## src/rtl/flush_ctrl_if.sv

```systemverilog
// Control-flow redirect bundle between pipeline resolve logic, fetch and flush_ctrl.
// The master drives resolve events and fetch acceptance; the slave returns flushes and the redirect.
interface flush_ctrl_if #(
    parameter int NSTAGE = 4,
    parameter int ADDR_W = 32,
    parameter int CNT_W  = 16
);
    logic              br_taken;
    logic              jump;
    logic [ADDR_W-1:0] br_target;
    logic              exc_req;
    logic [ADDR_W-1:0] exc_vector;
    logic              redir_ready;
    logic [NSTAGE-1:0] flush;
    logic              redir_valid;
    logic [ADDR_W-1:0] redir_pc;
    logic              busy;
    logic [CNT_W-1:0]  flush_cnt;

    modport master (
        output br_taken, jump, br_target, exc_req, exc_vector, redir_ready,
        input  flush, redir_valid, redir_pc, busy, flush_cnt
    );

    modport slave (
        input  br_taken, jump, br_target, exc_req, exc_vector, redir_ready,
        output flush, redir_valid, redir_pc, busy, flush_cnt
    );
endinterface

```

## src/rtl/flush_ctrl.sv

```systemverilog
// Pipeline flush and fetch-redirect controller: combinational flush vector, registered redirect.
// Latency: flush in the event cycle, redir_valid one cycle after the event.
// Backpressure: redirect held stable until redir_ready; only an exception may overwrite it.
module flush_ctrl #(
    parameter int NSTAGE    = 4,
    parameter int BR_STAGE  = 2,
    parameter int EXC_STAGE = 3,
    parameter int ADDR_W    = 32,
    parameter int CNT_W     = 16
) (
    input  logic        clk,
    input  logic        reset,
    flush_ctrl_if.slave bus
);
    localparam logic [NSTAGE-1:0] ALL_ONES = {NSTAGE{1'b1}};
    localparam logic [NSTAGE-1:0] BR_MASK  = ALL_ONES >> (NSTAGE - 1 - BR_STAGE);
    localparam logic [NSTAGE-1:0] EXC_MASK = ALL_ONES >> (NSTAGE - 1 - EXC_STAGE);
    localparam logic [NSTAGE-1:0] IF_MASK  = NSTAGE'(1);
    localparam logic [CNT_W-1:0]  CNT_MAX  = {CNT_W{1'b1}};

    typedef enum logic {
        IDLE = 1'b0,
        WAIT = 1'b1
    } state_t;

    state_t            state_q;
    logic              redir_valid_q;
    logic [ADDR_W-1:0] redir_pc_q;
    logic [CNT_W-1:0]  cnt_q;

    logic              br_ev;
    logic [NSTAGE-1:0] flush_d;
    logic [CNT_W-1:0]  cnt_d;

    assign br_ev = bus.br_taken | bus.jump;
    assign cnt_d = (cnt_q == CNT_MAX) ? cnt_q : cnt_q + CNT_W'(1);

    // Exceptions flush deeper than branches and are honoured in either state.
    always_comb begin
        flush_d = '0;
        if (!reset) begin
            if (bus.exc_req) begin
                flush_d = EXC_MASK;
            end else if (state_q == IDLE && br_ev) begin
                flush_d = BR_MASK;
            end else if (state_q == WAIT) begin
                flush_d = IF_MASK;
            end
        end
    end

    always_ff @(posedge clk) begin
        if (reset) begin
            state_q       <= IDLE;
            redir_valid_q <= 1'b0;
            redir_pc_q    <= '0;
            cnt_q         <= '0;
        end else begin
            case (state_q)
                IDLE: begin
                    if (bus.exc_req) begin
                        state_q       <= WAIT;
                        redir_valid_q <= 1'b1;
                        redir_pc_q    <= bus.exc_vector;
                        cnt_q         <= cnt_d;
                    end else if (br_ev) begin
                        state_q       <= WAIT;
                        redir_valid_q <= 1'b1;
                        redir_pc_q    <= bus.br_target;
                        cnt_q         <= cnt_d;
                    end
                end
                WAIT: begin
                    // A late exception supersedes the pending redirect and eats the handshake.
                    if (bus.exc_req) begin
                        redir_pc_q <= bus.exc_vector;
                        cnt_q      <= cnt_d;
                    end else if (bus.redir_ready) begin
                        state_q       <= IDLE;
                        redir_valid_q <= 1'b0;
                    end
                end
                default: begin
                    state_q       <= IDLE;
                    redir_valid_q <= 1'b0;
                end
            endcase
        end
    end

    assign bus.flush       = flush_d;
    assign bus.redir_valid = redir_valid_q;
    assign bus.redir_pc    = redir_pc_q;
    assign bus.busy        = (state_q == WAIT);
    assign bus.flush_cnt   = cnt_q;
endmodule

```

## src/flat_wrapper.sv

```systemverilog
// flat-port wrapper written by rule: the top's interface ports become plain ports
module flush_ctrl_flat 
#(
    parameter int NSTAGE    = 4,
    parameter int BR_STAGE  = 2,
    parameter int EXC_STAGE = 3,
    parameter int ADDR_W    = 32,
    parameter int CNT_W     = 16
)
  (clk, reset, bus_br_taken, bus_jump, bus_br_target, bus_exc_req, bus_exc_vector, bus_redir_ready, bus_flush, bus_redir_valid, bus_redir_pc, bus_busy, bus_flush_cnt);
  flush_ctrl_if #(.NSTAGE(NSTAGE), .ADDR_W(ADDR_W), .CNT_W(CNT_W)) bus_i ();
  input  logic clk;
  input  logic reset;
  input wire logic [$bits(bus_i.br_taken)-1:0] bus_br_taken;
  input wire logic [$bits(bus_i.jump)-1:0] bus_jump;
  input wire logic [$bits(bus_i.br_target)-1:0] bus_br_target;
  input wire logic [$bits(bus_i.exc_req)-1:0] bus_exc_req;
  input wire logic [$bits(bus_i.exc_vector)-1:0] bus_exc_vector;
  input wire logic [$bits(bus_i.redir_ready)-1:0] bus_redir_ready;
  output wire logic [$bits(bus_i.flush)-1:0] bus_flush;
  output wire logic [$bits(bus_i.redir_valid)-1:0] bus_redir_valid;
  output wire logic [$bits(bus_i.redir_pc)-1:0] bus_redir_pc;
  output wire logic [$bits(bus_i.busy)-1:0] bus_busy;
  output wire logic [$bits(bus_i.flush_cnt)-1:0] bus_flush_cnt;
  assign bus_i.br_taken = bus_br_taken;
  assign bus_i.jump = bus_jump;
  assign bus_i.br_target = bus_br_target;
  assign bus_i.exc_req = bus_exc_req;
  assign bus_i.exc_vector = bus_exc_vector;
  assign bus_i.redir_ready = bus_redir_ready;
  assign bus_flush = bus_i.flush;
  assign bus_redir_valid = bus_i.redir_valid;
  assign bus_redir_pc = bus_i.redir_pc;
  assign bus_busy = bus_i.busy;
  assign bus_flush_cnt = bus_i.flush_cnt;
  flush_ctrl #(.NSTAGE(NSTAGE), .BR_STAGE(BR_STAGE), .EXC_STAGE(EXC_STAGE), .ADDR_W(ADDR_W), .CNT_W(CNT_W)) u_core (.clk(clk), .reset(reset), .bus(bus_i));
endmodule
```

## config.mk

```make
export PLATFORM = sky130hd
export DESIGN_NAME = flush_ctrl_flat
export DESIGN_NICKNAME = d
export VERILOG_FILES = /design/src/rtl/flush_ctrl_if.sv /design/src/rtl/flush_ctrl.sv /design/src/flat_wrapper.sv
export SDC_FILE = /design/constraint.sdc
export NUM_CORES = 1
export LEC_CHECK = 0
export ABC_AREA = 1
export BUFFER_PORTS_ARGS = -buffer_cell sky130_fd_sc_hd__buf_2
export CORE_MARGIN = 4
export CORE_UTILIZATION = 35
export DETAILED_ROUTE_END_ITERATION = 7
export GPL_TIMING_DRIVEN = 1
export PLACE_DENSITY = 0.63
export RECOVER_POWER = 25
export SYNTH_ARGS = -nofsm -noshare
export SYNTH_HDL_FRONTEND = slang
export SYNTH_SLANG_ARGS = --single-unit
```

## constraint.sdc

```tcl
create_clock -name clk -period 1.25 [get_ports clk]
set_input_delay 0.125 -clock clk [delete_from_list [all_inputs] [get_ports clk]]
set_output_delay 0.125 -clock clk [all_outputs]
set_load 0.005 [all_outputs]
```

==> results.yml <==
clock_network:
  clock_path_buffers: 2
  cts_tree: "done"
  htreeDepth: 2
  ctsHoldBuffers: 0
  clock-sinks: 50
  clock-root-buffer: "clkbuf_8"
  clk_latency_ps: 300
  numCtsBuffers: 5
  clk_pin_slew_ps: 100
route:
  route.detailed.drc: 0
  num_vias: 2932
  wl_per_cell_um: 13.8
  wl_um: 8130
  via_per_inst: 4.96
  drtAntennaViolNets: 0
  dr.pass1.iters: 4
  drt_iter0_drc: 111
layout:
  layout.area.seq_um2: 1020
  fillerInstances: 708
  fin_nets: 565
  final_area_um2: 3830
  syn2layout_area_growth_pct: 52.0
  multi_input_area_um2: 1540
  drive_above_1_share: 0.463
  layout_common_cells: "buf_2 (118), nand2_1 (77), dfxtp_1 (38)"
  antenna_cells: 0
  mostFrequentLayoutCell: "buf_2"
yosys:
  avgSynthCellArea_um2: 7.21
  yosysWarnings: 0
  syn_area_um2: 2520
  synth_seq_cells: 50
  yosysTopAreaCell: "dfxtp_1"
  synth_fp_nets: 420
  ys_seq_area_frac: 0.398
  synthTopCellsByArea: "dfxtp_1 (40%), o21ai_0 (13%), nand2_1 (12%)"
  synth_top_cell_area_share: 0.398
  synthCells: 349
  synth_cell_types: 30
timing:
  relSlewSlack: 0.777
  setup_tns_ps: -366
  clock-skew-final_ps: 9.86
  rsz0062_at_grt: "yes"
  worst_slack_ps: -37.9
  timing_hold_violations_final: 0
  fmax_ghz: 0.776
  setup_viol: 15
  period_minus_slack_ps: 1290
  worstMarginPinSlew_ps: 335
  slew_viol_final: 0
  timing.final.crit_share: 1.03
global_route:
  grt_start_max_net_pins: 35
  grt_use_total: 0.184
  grt-ovfl-total: 0
  grt_first_pass_wirelength_um: 13000
  grt_pass1_vias: 2934
  antenna_found_initial: 0
floorplanning:
  dieHeight_um: 92.8
  start_util: 0.364
  num_rows: 30
  dieWidth_um: 92.8
  io_pins: 124
  die_area_um2: 8610
  core_region_area_um2: 6910
place:
  dp_hpwl_um: 5650
  pre_cts_slack_ps: -50.5
  portBuffers: 123
  routabilityCongestion: 0.793
  place_area_um2: 3380
pwr:
  pwr-share-comb: 0.228
  power_frac_seq: 0.496
  p_clk_frac: 0.276
  fin_total_pwr_mw: 3.60
  p_int_mw: 2.55
  vdd.ir_drop.worst_uv: 484
  swShare: 0.291
  switchingPower_mw: 1.05
  leakagePower_nw: 1.74
  p_per_area_nw_per_um2: 941
critical_path:
  cp-end-kind: "register"
  crit_type: "reg2reg"
  worst-r2r-setup-slack_ps: -40
  startpoint: "u_core.bus.flush_cnt[1]"
  cp.required_ps: 1450
  cp-start-kind: "register"
  reg2reg_from: "u_core.bus.flush_cnt[1]"
  worstPathMaxFanout: 10
  crit_arrival_ps: 1490
outcome:
  violations: "negative setup slack"
  status: "finished, violations left"
hold_path:
  hp-class: "in2reg"
  hp-start: "bus_br_target[24]"
run:
  maxCapViolCount: 0
-- power groups by stage --
stage | Sequential [mW] | Clock, mW | Combinational (mW)
floorplan | 1.82 | 0 | 0.314
global placement | 1.80 | 0 | 0.659
detailed placement | 1.80 | 0 | 0.671
CTS | 1.77 | 1.02 | 0.770
global route | 1.80 | 1.08 | 0.904
finish | 1.79 | 0.994 | 0.822
-- logic make-up after synthesis --
family,share of synthesized area
AO/OA/AOI/OAI,0.238
XOR/XNOR,0.0174
AND/OR/NAND/NOR,0.265
buffers and inverters,0.0765
adder cells (fa/ha/maj),0.00497
flip-flops,0.398
-- worst paths after layout --
path | endpoint | depth (start not counted)
setup / recovery | u_core.bus.flush_cnt[1] | 9
hold / removal | u_core.bus.redir_pc[24] | 3
setup reg to reg | u_core.bus.flush_cnt[1] | 9
hold reg to reg | u_core.bus.redir_valid | 2
-- registers in the layout, summed over array words and instances, names as in the netlist --
| name | count |
|---|---|
| u_core.bus.redir_pc | 32 |
| u_core.bus.flush_cnt | 16 |
| u_core.bus.busy | 1 |
| u_core.bus.redir_valid | 1 |
-- worst max-delay path: stages, from the launching register on --
cell      delay (ps)
dfxtp_2          350
ha_4             170
nand3_4           80
inv_2             50
nand2_4          100
clkinv_2          80
nand2_4          110
nand2_8           90
o21ai_2          110
nor2_1            50
-- cells in the mapped netlist --
master / n
inv_2: 5
buf_1: 1
clkinv_2: 1
ha_1: 1
and3_1: 1
nor2_1: 23
buf_6: 3
xor2_1: 3
nand2_1: 78
inv_1: 14
clkbuf_2: 1
xnor2_1: 2
nor2_4: 6
nor3_1: 2
nand2_2: 6
buf_2: 5
dfxtp_1: 50
clkbuf_1: 11
nor2_2: 2
nand3_1: 10
buf_4: 1
nand4_1: 4
a31oi_1: 32
nand3_2: 1
a21oi_1: 12
or2_2: 1
nand3b_1: 1
nand2_4: 5
o21ai_0: 66
o21ai_2: 1
-- per-stage QoR --
stage          instances  hold WS [ps]   util
3_5_place_dp         573           399  0.490
6_report             591          75.5  0.554
2_1_floorplan        349           194      -
4_1_cts              585          69.4  0.531
3_3_place_gp         573           391  0.490
5_1_grt              591          72.5  0.554
-- layer usage --
layer	vias to the layer above	wire length [um]	track usage
met3	10	578	0.0544
li1	1477	-	-
met2	83	4090	0.332
met4	0	77	0.0427
met5	-	0	0
met1	1362	3390	0.212
-- final cells by class --
cell class,instances,share of cell area
clock buffer,7,0.0226
tap,96,0.0314
clock inverter,1,0.00131
inverter,20,0.0219
sequential,50,0.266
timing repair buffer,159,0.256
multi-input combinational,258,0.401
-- repair_timing --
action                                  4_1_cts  5_1_grt
endpoints found under the setup margin       35       51
gates resized for setup                      28       61
buffers inserted                              3        6
gates cloned                                  1        1
pin swaps                                     5       13
No activity file was read; power rests on OpenSTA's default activity.
